### src/rtl/exec_muldiv_control.sv
// Iterative multiply/divide unit for the execute stage.
// One radix-2 step per cycle: shift-add multiply or restoring divide
// on operand magnitudes, followed by a sign-fix cycle and a one-cycle
// DONE pulse. The pipeline is stalled from the start cycle through FIX.
module exec_muldiv_control #(
    parameter int DATA_WIDTH = 32,
    parameter int CNT_WIDTH  = 6
) (
    input  logic                  clk,
    input  logic                  rst_n,
    input  logic                  start_in,
    input  logic [1:0]            op_in,
    input  logic [DATA_WIDTH-1:0] data_a_in,
    input  logic [DATA_WIDTH-1:0] data_b_in,
    input  logic                  flush_in,
    output logic                  stall_out,
    output logic                  busy_out,
    output logic                  done_out,
    output logic [DATA_WIDTH-1:0] lo_data_out,
    output logic [DATA_WIDTH-1:0] hi_data_out,
    output logic                  div_by_zero_out
);

    localparam int W = DATA_WIDTH;

    typedef enum logic [1:0] {
        IDLE = 2'd0,
        RUN  = 2'd1,
        FIX  = 2'd2,
        DONE = 2'd3
    } state_t;

    state_t state, state_nxt;

    // Latched operation context
    logic [1:0]           op_q;
    logic                 sign_a;
    logic                 sign_b;
    // Multiplicand (multiply) or divisor (divide) magnitude
    logic [W-1:0]         opnd_q;
    // acc_hi: partial product high / remainder
    // acc_lo: multiplier shifting out / dividend shifting out, quotient in
    logic [W-1:0]         acc_hi;
    logic [W-1:0]         acc_lo;
    logic [CNT_WIDTH-1:0] cnt;

    // Architectural result registers
    logic [W-1:0]         hi_q;
    logic [W-1:0]         lo_q;
    logic                 dz_q;

    // ---------------------------------------------------------------
    // Input decode
    // ---------------------------------------------------------------
    logic         start_ok;
    logic         zero_div;
    logic         a_neg;
    logic         b_neg;
    logic [W-1:0] a_mag;
    logic [W-1:0] b_mag;

    // Accept a new op only from IDLE; a concurrent flush squashes it
    always_comb begin
        start_ok = (state == IDLE) && start_in && !flush_in;
        zero_div = op_in[1] && (data_b_in == '0);
        a_neg    = op_in[0] && data_a_in[W-1];
        b_neg    = op_in[0] && data_b_in[W-1];
        a_mag    = a_neg ? (-data_a_in) : data_a_in;
        b_mag    = b_neg ? (-data_b_in) : data_b_in;
    end

    // ---------------------------------------------------------------
    // Iteration step datapath
    // ---------------------------------------------------------------
    logic [W:0]   mul_sum;
    logic [W:0]   div_shift;
    logic [W-1:0] div_diff;
    logic         div_ge;

    // One shift-add or restoring-subtract step on the accumulator pair
    always_comb begin
        mul_sum   = {1'b0, acc_hi} + (acc_lo[0] ? {1'b0, opnd_q} : '0);
        div_shift = {acc_hi, acc_lo[W-1]};
        div_ge    = (div_shift >= {1'b0, opnd_q});
        // Remainder always stays below the divisor, so the low W bits
        // of the difference are exact whenever div_ge is set.
        div_diff  = div_shift[W-1:0] - opnd_q;
    end

    // ---------------------------------------------------------------
    // Sign correction applied in FIX
    // ---------------------------------------------------------------
    logic [2*W-1:0] prod_neg;
    logic [W-1:0]   fix_hi;
    logic [W-1:0]   fix_lo;

    // Restore signs: product negated on sign mismatch, quotient likewise,
    // remainder follows the dividend
    always_comb begin
        prod_neg = -{acc_hi, acc_lo};
        fix_hi   = acc_hi;
        fix_lo   = acc_lo;
        case (op_q)
            2'b01: if (sign_a ^ sign_b) {fix_hi, fix_lo} = prod_neg;
            2'b11: begin
                fix_lo = (sign_a ^ sign_b) ? (-acc_lo) : acc_lo;
                fix_hi = sign_a ? (-acc_hi) : acc_hi;
            end
            default: ;
        endcase
    end

    // ---------------------------------------------------------------
    // FSM
    // ---------------------------------------------------------------

    // State register
    always_ff @(posedge clk or negedge rst_n) begin
        if (!rst_n) state <= IDLE;
        else        state <= state_nxt;
    end

    // Next-state logic; flush aborts from any busy state
    always_comb begin
        state_nxt = state;
        case (state)
            IDLE: if (start_ok) state_nxt = zero_div ? DONE : RUN;
            RUN: begin
                if (flush_in)                       state_nxt = IDLE;
                else if (cnt == CNT_WIDTH'(W - 1))  state_nxt = FIX;
            end
            FIX:  state_nxt = flush_in ? IDLE : DONE;
            DONE: state_nxt = IDLE;
            default: state_nxt = IDLE;
        endcase
    end

    // Outputs decoded from state; stall asserts combinationally on start
    always_comb begin
        stall_out = ((state == IDLE) && start_in) || (state == RUN) || (state == FIX);
        busy_out  = (state != IDLE);
        done_out  = (state == DONE);
    end

    // ---------------------------------------------------------------
    // Operand latch and iteration registers
    // ---------------------------------------------------------------

    // Latch operands on start, then advance one step per RUN cycle
    always_ff @(posedge clk or negedge rst_n) begin
        if (!rst_n) begin
            op_q   <= 2'b00;
            sign_a <= 1'b0;
            sign_b <= 1'b0;
            opnd_q <= '0;
            acc_hi <= '0;
            acc_lo <= '0;
            cnt    <= '0;
        end else begin
            case (state)
                IDLE: begin
                    if (start_ok) begin
                        op_q   <= op_in;
                        sign_a <= a_neg;
                        sign_b <= b_neg;
                        cnt    <= '0;
                        acc_hi <= '0;
                        if (op_in[1]) begin
                            opnd_q <= b_mag;
                            acc_lo <= a_mag;
                        end else begin
                            opnd_q <= a_mag;
                            acc_lo <= b_mag;
                        end
                    end
                end
                RUN: begin
                    if (!flush_in) begin
                        cnt <= cnt + 1'b1;
                        if (op_q[1]) begin
                            acc_hi <= div_ge ? div_diff : div_shift[W-1:0];
                            acc_lo <= {acc_lo[W-2:0], div_ge};
                        end else begin
                            {acc_hi, acc_lo} <= {mul_sum, acc_lo[W-1:1]};
                        end
                    end
                end
                default: ;
            endcase
        end
    end

    // Result registers: written on the edge into DONE so they are valid
    // while done_out is high, and held otherwise (including on flush)
    always_ff @(posedge clk or negedge rst_n) begin
        if (!rst_n) begin
            hi_q <= '0;
            lo_q <= '0;
            dz_q <= 1'b0;
        end else if (start_ok && zero_div) begin
            hi_q <= data_a_in;
            lo_q <= '1;
            dz_q <= 1'b1;
        end else if ((state == FIX) && !flush_in) begin
            hi_q <= fix_hi;
            lo_q <= fix_lo;
            dz_q <= 1'b0;
        end
    end

    assign hi_data_out     = hi_q;
    assign lo_data_out     = lo_q;
    assign div_by_zero_out = dz_q;

endmodule

### config.mk
export PLATFORM = sky130hd
export DESIGN_NAME = exec_muldiv_control
export DESIGN_NICKNAME = d
export VERILOG_FILES = /design/src/rtl/exec_muldiv_control.sv
export SDC_FILE = /design/constraint.sdc
export NUM_CORES = 1
export LEC_CHECK = 0
export ABC_AREA = 0
export BUFFER_PORTS_ARGS = -buffer_cell sky130_fd_sc_hd__buf_2
export CORE_MARGIN = 4
export CORE_UTILIZATION = 50
export DETAILED_ROUTE_END_ITERATION = 16
export HOLD_SLACK_MARGIN = 0.02
export PLACE_DENSITY_LB_ADDON = 0.05
export RECOVER_POWER = 25
export SYNTH_ARGS = -nofsm -noshare
export SYNTH_HDL_FRONTEND = slang
export SYNTH_SLANG_ARGS = --single-unit
### constraint.sdc
create_clock -name clk -period 9.37 [get_ports clk]
set_clock_uncertainty 0.2 [all_clocks]
set_input_delay 1.4055 -clock clk [delete_from_list [all_inputs] [get_ports clk]]
set_output_delay 1.4055 -clock clk [all_outputs]
set_load 0.03 [all_outputs]
[After elaboration in Yosys (flattened, before gate mapping)]
Index checks and enable logic that the tools add are counted.
Word-level totals
  register bits: 173
  bits of input ports: 70
  output and inout port bits: 68
  logic and storage cells: 83
Cells by class
  add/sub/neg operators: 8
  magnitude comparators: 1
  equal/unequal tests: 9
  muxes and demuxes: 35
  bitwise logic cells: 1
  reductions and logical operators: 18
Operator list (count)
  32-bit 2-to-1 mux: 20
  32-bit case mux with 2 select lines: 4
  32-bit negator: 4
  64-bit negator: 1
  32-bit by 32-bit adder with 33-bit output: 1
  33-bit by 32-bit >= comparator with 1-bit output: 1
  32-bit logical NOT: 1
  32-bit subtractor: 1
  6-bit 2-to-1 mux: 2
  6-bit case mux with 2 select lines: 1
  2-bit 2-to-1 mux: 5
  2-bit case mux with 4 select lines: 1
  1-bit logical AND: 7
  6-bit by 1-bit adder with 6-bit output, second input constant: 1
  2-bit equality test, second input constant: 3
  6-bit by 5-bit equality test with 1-bit output, second input constant: 1
  2-bit nonzero test: 3
  2-bit by 1-bit equality test with 1-bit output, second input constant: 2
  2-bit inequality test, second input constant: 2
  2-bit AND reduction: 2
  3-bit inequality test, second input constant: 1
  3-bit AND reduction: 1
  2-bit logical NOT: 1
  1-bit logical OR: 2
  3 further kinds: 4

[Longest topological paths before layout]
Gate-level depths: netlist of run 1.
  depth in word-level cells: 5
  depth in mapped cells: 14

[Least setup slack after synthesis of run 1]
OpenSTA, ideal clock, no wires.
  kind: input-to-reg
  start point: in data_b_in[14]
  end point: reg acc_lo[25]
  arrival: 3700 ps
  data required time: 9045 ps
  path slack: 5345 ps
  stages on the path: 9
  cells stage by stage: or4_1 -> nor4_1 -> nor3b_2 -> nand2_1 -> nor3_1 -> mux2_2 -> a21oi_1 -> o31ai_1 -> mux2_4
On the way
  longest elaborated chain between the ends: 5
Ends and longest elaborated chain
  from (decl): line 14  | input logic [DATA_WIDTH-1:0] data_b_in,
  32-bit negator: line 69  | b_mag = b_neg ? (-data_b_in) : data_b_in;
  32-bit 2-to-1 mux: line 69
  32-bit 2-to-1 mux: line 168  | if (op_in[1]) begin
  32-bit 2-to-1 mux: line 162  | if (start_ok) begin
  32-bit case mux with 2 select lines: line 160  | case (state)
  to (signal assigned): line 170  | acc_lo <= a_mag;
  to (signal assigned): line 173  | acc_lo <= b_mag;
  to (signal assigned): line 182  | acc_lo <= {acc_lo[W-2:0], div_ge};
  to (decl): line 44  | logic [W-1:0] acc_lo;
No other way between the ends. The select of a mux whose other input is x is not followed.
A chain may end at the register's enable or synchronous reset.

[Final worst setup path of run 1]
  start point: in flush_in
  end point: reg cnt[5]
On the way
  longest elaborated chain between the ends: 4
  elaborated cells between the ends (all ways): 5
  classes of those cells: eq/ne: 2; reduce/logical: 3
Ends and longest elaborated chain
  from (decl): line 15  | input logic flush_in,
  1-bit logical NOT: line 64  | start_ok = (state == IDLE) && start_in && !flush_in;
  1-bit logical AND: line 64
  2-bit inequality test (no line)
  3-bit AND reduction (no line) *
  to (signal assigned): line 179  | cnt <= cnt + 1'b1;
  to (decl): line 45  | logic [CNT_WIDTH-1:0] cnt;
Mark *: on every way between the ends. The rest lies on a longest branch, timed or not.

==> results of run 1 <==
-- cell type report --
class / instances / area, um2
clock buffers: 20 / 456.7
well taps: 384 / 480.5
repair buffers: 156 / 825.8
clock inverters: 12 / 207.7
multi-input cells: 1535 / 9832
flip-flops and latches: 173 / 4330
inverters: 67 / 251.5
fillers: 2771 / 12630
-- state kept, by name (all words and copies together), names as in the netlist, 2 cells and up --
name	flops
lo_data_out	32
state	2
acc_hi	32
hi_data_out	32
cnt	6
acc_lo	32
op_q	2
opnd_q	32
-- cell usage after synthesis, types with 25 or more instances --
cell        n  area, um2
clkbuf_1   96      360.4
xnor2_1    87      762.0
dfrtp_1   173       4329
o21ai_0   206       1031
a21o_1     32      240.2
a21oi_1   199      996.0
o211ai_1   27      202.7
nand3_1    29      145.1
nor2_1    196      735.7
inv_1      67      251.5
ha_1       69      863.3
nor3_1     60      300.3
mux2i_1    47      470.5
a22oi_1    25      187.7
nand2_1   149      559.3
xor2_1     63      551.8
-- worst max-delay path, cell delays in order --
cell and delay [ns]:
clkbuf_1 0.57, nand3b_2 0.24, clkbuf_1 1.64, nand2_2 1.12, nand4_1 0.46, or3_1 0.16
a21oi_1 0.07
-- power breakdown --
part	total, mW	switching, mW	leakage, nW	internal (mW)
Clock	0.815	0.324	0.326	0.491
Combinational	3.62	2.24	4.69	1.38
Sequential	1.53	0.463	2.18	1.07
-- cells by family (layout without fill, tap and decap cells) --
| logic type | count (synthesis) | after routing | share of synthesized area [%] |
|---|---|---|---|
| DFF | 173 | 173 | 29.17 |
| muxes | 56 | 56 | 3.879 |
| adders and majority gates | 71 | 71 | 6.088 |
| AOI/OAI and AO/OA | 668 | 668 | 27.97 |
| xor gates and xnor gates | 150 | 150 | 8.853 |
| buffers and inverters | 181 | 255 | 4.739 |
| and+or+nand+nor | 590 | 590 | 19.30 |
-- how the worst max path moves through the flow --
stage	slack (ns)	startpoint	depth (start not counted)	end
after CTS	4.97	data_b_in[6]	10	acc_lo[25]$_DFFE_PN0P_
final	3.69	flush_in	7	cnt[5]$_DFFE_PN0P_
after global placement	4.61	data_b_in[6]	10	acc_lo[25]$_DFFE_PN0P_
after floorplan	5.35	data_b_in[14]	9	acc_lo[25]$_DFFE_PN0P_
after global routing	3.52	flush_in	7	cnt[5]$_DFFE_PN0P_
after detailed placement	4.52	data_b_in[6]	10	acc_lo[25]$_DFFE_PN0P_
-- layer usage --
layer  global-route usage, %  up-vias  share of wire [%]
met3                   3.109       98                5.9
met4                   10.53        4                3.2
met1                   41.59     6976                 44
met5                       0        -              0.054
met2                   48.37      531                 47
li1                        -     7030                  -
-- through the flow --
| stage | utilization (%) | hold slack [ns] | instances |
|---|---|---|---|
| 5_1_grt | 56.47 | 0.3116 | 2347 |
| 3_5_place_dp | 54.21 | 0.2642 | 2315 |
| 3_3_place_gp | 54.21 | 0.2549 | 2315 |
| 2_1_floorplan | - | 0.2498 | 1889 |
| 6_report | 56.47 | 0.2722 | 2347 |
| 4_1_cts | 56.50 | 0.2790 | 2347 |
==> summary.txt, run 1 <==
CTS
  • Setup bufs post-CTS: 0
  • Clock sink count: 173
  • Inserted Clock Buffers: 17
  • Root buf cell: clkbuf_16
  • # H-tree levels: 4
  • CTS hold repair buffers: 0
  • Clock latency on the worst-skew pair: 0.45 ns
  • Buffer depth of the longest clock path: 2
  • Clk slew on worst S/H paths: 0.07 ns
  • Post-CTS Resized: 0
  • CTS tree: yes

Cells and area
  • Commonest non-fill, non-tap cells in the layout: o21ai_0, a21oi_1, nor2_1, dfrtp_1, nand2_1
  • Area Growth Syn to Fin: 10.41%
  • Nets: 2,091
  • Commonest non-fill, non-tap cell in the layout: o21ai_0
  • Design area: 16,380 um2
  • Layout cells sized above 1: 11.67%
  • Ant diodes: 0

Drt
  • Drt via density: 6.237
  • Aggregate routed wire length: 50,120 um
  • Drt wl/cell: 21.36 um
  • Pre-Repair DR Iteration Count: 5
  • DRC errors left: 0
  • DR iter-0 viols: 1,573
  • Total number of vias: 14,639
  • Post-DRT Antenna Nets: 0

Worst setup path
  • Reg2reg end: cnt[5]$_DFFE_PN0P_
  • Crit end category: flop
  • CP Class: primary input to flop
  • CP Data Required Time: 9.39 ns
  • Worst Reg-to-Reg Cells: 7
  • Worst reg-to-reg setup slack: 4.83 ns
  • Crit-path max FO: 43
  • Worst Setup Start Kind: primary input
  • Arrival time worst endpoint: 5.70 ns
  • R2R Path Start: state[1]$_DFFE_PN0P_

Timing
  • Worst Tran Pin Value: 2.309 ns
  • Final hold violations: 0
  • RSZ-0062 raised after global routing: no
  • Fmax achieved: 176.2 MHz
  • Setup Viol. Count Final: 0
  • Relative slew slack: -53.94%
  • Setup TNS: 0 ns
  • Final min period: 5.676 ns
  • Final worst slack: 3.694 ns
  • Period Utilization, post-route: 60.58%
  • Pins over their slew limit: 87

Placement
  • Port bufs: 137
  • Area after DPL: 15,730 um2
  • Placer Congestion: 0.9399
  • Dpl hpwl: 37,540 um
  • Setup WS pre-CTS: 4.520 ns

Worst hold path
  • Hold path startpoint: div_by_zero_out$_DFFE_PN0P_
  • Hold Crit Endpoint: div_by_zero_out$_DFFE_PN0P_
  • Worst Hold Depth: 1
  • Hold Crit Class: flop to flop

Yosys
  • Cell Area, Synth: 14,840 um2
  • Post-synth EDFFs: 0
  • Synth Flop Type: dfrtp_1
  • Asr flop ratio synth: 100.0%
  • Yosys Warn Count: 0
  • Post-Syn Nets: 2,030
  • Count of cell types in the netlist: 82
  • Post-Syn Instances: 1,889
  • Sequential fraction of the synthesis area: 29.17%
  • Post-synthesis area per instance: 7.856 um2
  • Seq cells post-synth: 173

GRT
  • Initial antenna violation count: 2
  • Largest net degree at the start of global routing: 99
  • Grt total ovfl: 0
  • First-pass GRT wire length: 77,750 um
  • Vias in the first global route: 13,558
  • Tot GR Track Use: 29.80%

Die
  • Rows: 62
  • Die Y: 180.3 um
  • Die Width: 180.3 um
  • Core Box Area: 29,010 um2
  • Initial core utilization: 51.15%
  • Die Area: 32,500 um2
  • Ports: 138

Power and ir drop
  • VDD IR-drop max: 179.2 uV
  • Final Total Pwr: 5.966 mW
  • Pwr dens: 364.1 nW/um2
  • Leakage power: 7.195 nW

Run status
  • Failing checks: capacitance limit, slew limit
  • Status: finished, violations left

Run
  • Max cap viols: 2
No activity file was read; power rests on OpenSTA's default activity.
==> run 2, diff against run 1 <==
==> constraint.sdc (replaced) <==
create_clock -name clk -period 5.6 [get_ports clk]
set_clock_uncertainty 0.2 [all_clocks]
set_input_delay 0.84 -clock clk [delete_from_list [all_inputs] [get_ports clk]]
set_output_delay 0.84 -clock clk [all_outputs]
set_load 0.03 [all_outputs]
==> run 2 against run 1 <==
The flow still finishes with violations (capacitance limit, slew limit). Highest routed layer unchanged. Via count up 0.51%. Critical endpoint is now lo_data_out[24]$_DFFE_PN0P_. Register-to-register slack worse by 3.4 ns. Critical path depth is 5 lower. Hold slack improved by 0.0030 ns.
==> summary.txt, run 2 (synthesis gave the netlist of run 1 again) <==
Drt
  • Drt via density: 6.253 (+0.26%)
  • Aggregate routed wire length: 50,320 um (+0.39%)
  • Total number of vias: 14,714 (+0.51%)
  • Drt wl/cell: 21.38 um (+0.14%)
  • DRC errors left: 0 (unchanged)
  • Pre-Repair DR Iteration Count: 8 (+3)
  • Post-DRT Antenna Nets: 0 (unchanged)
  • DR iter-0 viols: 1,397 (-11%)

Worst setup path
  • Worst Reg-to-Reg Cells: 12 (+5)
  • CP max-delay cell: clkbuf_2
  • Largest stage delay on the critical path: 1.84 ns (+0.20 ns)
  • Critical path depth: 2 (-5)
  • Buf+Inv Stages, Crit Path: 2 (unchanged)
  • Crit-path max FO: 103 (+140%)
  • Crit end category: asynchronous set/reset pin
  • Worst Setup Start Kind: primary input
  • CP Class: primary input to asynchronous set/reset pin
  • Delay-heaviest family, CP: buffers and inverters
  • CP Cell Sequence: clkbuf_2 > clkbuf_1
  • CP Data Required Time: 5.59 ns (-3.80 ns)
  • Arrival time worst endpoint: 4.17 ns (-1.53 ns)

Run status
  • Status: finished, violations left
  • Failing checks: capacitance limit, slew limit

Timing
  • Pins over their slew limit: 138 (+59%)
  • Relative slew slack: -79.36% (-25 points)
  • Setup Viol. Count Final: 0 (unchanged)
  • Period Utilization, post-route: 74.68%
  • Setup TNS: 0 ns (unchanged)
  • Worst Tran Pin Value: 2.690 ns (+0.3813 ns)
  • Final worst slack: 1.418 ns (-2.276 ns)
  • RSZ-0062 raised after global routing: no
  • Fmax achieved: 239.1 MHz
  • Final min period: 4.182 ns
  • Final hold violations: 0 (unchanged)

Power and ir drop
  • Leakage power: 7.162 nW (-0.46%)
  • VDD IR-drop max: 297.1 uV (+66%)
  • Pwr dens: 599.5 nW/um2 (+65%)

Placement
  • Port bufs: 137 (unchanged)
  • Setup WS pre-CTS: 1.344 ns (-3.176 ns)
  • Placer Congestion: 1.023 (+8.9%)
  • Dpl hpwl: 38,410 um (+2.3%)

Die
  • Initial core utilization: 51.15% (unchanged)
  • Die Width: 180.3 um (unchanged)
  • Rows: 62 (unchanged)
  • Die Area: 32,500 um2 (unchanged)
  • Die Y: 180.3 um (unchanged)
  • Core Box Area: 29,010 um2 (unchanged)
  • Ports: 138 (unchanged)

GRT
  • Most Used Layer, Global Route: met2
  • Grt total ovfl: 0 (unchanged)
  • GR Util met1: 41.48% (-0.11 points)
  • Routing usage on met3: 4.259% (+1.2 points)
  • Tot GR Track Use: 29.95% (+0.15 points)
  • Vias in the first global route: 13,763 (+1.5%)
  • Met2 Resource Use GR: 48.73% (+0.36 points)
  • First-pass GRT wire length: 78,470 um (+0.93%)
  • Largest net degree at the start of global routing: 104 (+5.1%)
  • Initial antenna violation count: 1 (-1)

CTS
  • # H-tree levels: 4 (unchanged)
  • Setup bufs post-CTS: 0 (unchanged)
  • CTS tree: yes
  • Inserted Clock Buffers: 17 (unchanged)
  • Clk slew on worst S/H paths: 0.06 ns (about the same)
  • Buffer depth of the longest clock path: 2 (unchanged)
  • Clock latency on the worst-skew pair: 0.45 ns (about the same)
  • CTS hold repair buffers: 0 (unchanged)
  • Clock sink count: 173 (unchanged)
  • Post-CTS Resized: 0 (unchanged)
  • Root buf cell: clkbuf_16

Cells and area
  • Nets: 2,097 (+0.29%)
  • Layout cells sized above 1: 12.04% (+0.37 points)
  • Ant diodes: 0 (unchanged)
  • Commonest non-fill, non-tap cells in the layout: o21ai_0, a21oi_1, nor2_1, dfrtp_1, nand2_1
  • Commonest non-fill, non-tap cell in the layout: o21ai_0
  • Area Growth Syn to Fin: 10.00%
  • Filler cells: 2,766 (-0.18%)

Worst hold path
  • Worst Hold Depth: 1 (unchanged)
  • Hold Crit Class: flop to flop

Run
  • Max cap viols: 2 (unchanged)
-- run 2: cell types whose count changed in the layout (fill, tap and decap cells not counted), sizes merged --
cell      before  now
bufinv         5    1
clkinvlp       0    6
clkbuf        23   21
inv           70   69
buf          153  160
-- run 2: stage by stage --
| stage | utilization [%] | total power, mW | hold WS, ns | instances | instance area, um2 |
|---|---|---|---|---|---|
| 6_report | 56.26 | 9.786 | 0.2753 | 2353 | 16320 |
| 5_1_grt | 56.26 | 10.53 | 0.3052 | 2353 | 16320 |
| 4_1_cts | 56.30 | 9.725 | 0.2830 | 2353 | 16330 |
| 3_5_place_dp | 54.37 | 8.540 | 0.2681 | 2321 | 15770 |
| 3_3_place_gp | 54.37 | 8.461 | 0.2534 | 2321 | 15770 |
| 2_1_floorplan | - | 6.832 | 0.2498 | 1889 | 14840 |
-- run 2: final timing paths --
check                                       startpoint  slack (ns)                     endpoint
setup / recovery                                 rst_n        1.42  lo_data_out[24]$_DFFE_PN0P_
setup reg to reg                 acc_lo[0]$_DFFE_PN0P_        1.42       acc_hi[29]$_DFFE_PN0P_
max in group clk                 acc_lo[0]$_DFFE_PN0P_        1.42       acc_hi[29]$_DFFE_PN0P_
min in group asynchronous                        rst_n        1.01   lo_data_out[7]$_DFFE_PN0P_
hold reg to reg            div_by_zero_out$_DFFE_PN0P_        0.28  div_by_zero_out$_DFFE_PN0P_
hold / removal             div_by_zero_out$_DFFE_PN0P_        0.28  div_by_zero_out$_DFFE_PN0P_
-- run 2: cell type report --
cell class / instances / area, um2 / share of cell area, %
multi-input combinational: 1535 / 9832 / 60.23
sequential: 173 / 4330 / 26.53
timing repair buffer: 162 / 869.6 / 5.327
tap: 384 / 480.5 / 2.943
clock buffer: 19 / 442.9 / 2.713
inverter: 67 / 251.5 / 1.541
clock inverter: 13 / 116.4 / 0.7129
-- run 2: power by group --
part           total (mW)  switching [mW]  internal (mW)
registers            2.51           0.725           1.79
logic                6.11            3.80           2.32
clock network        1.16           0.538          0.624
-- run 2: metal layers --
layer / share of wire (%) / routed length, um / vias to the layer above
met5: 0.014 / 7 / -
met4: 2.9 / 1463 / 2
met3: 6.5 / 3282 / 88
met2: 46 / 23280 / 572
met1: 44 / 22280 / 7013
li1: - / - / 7039
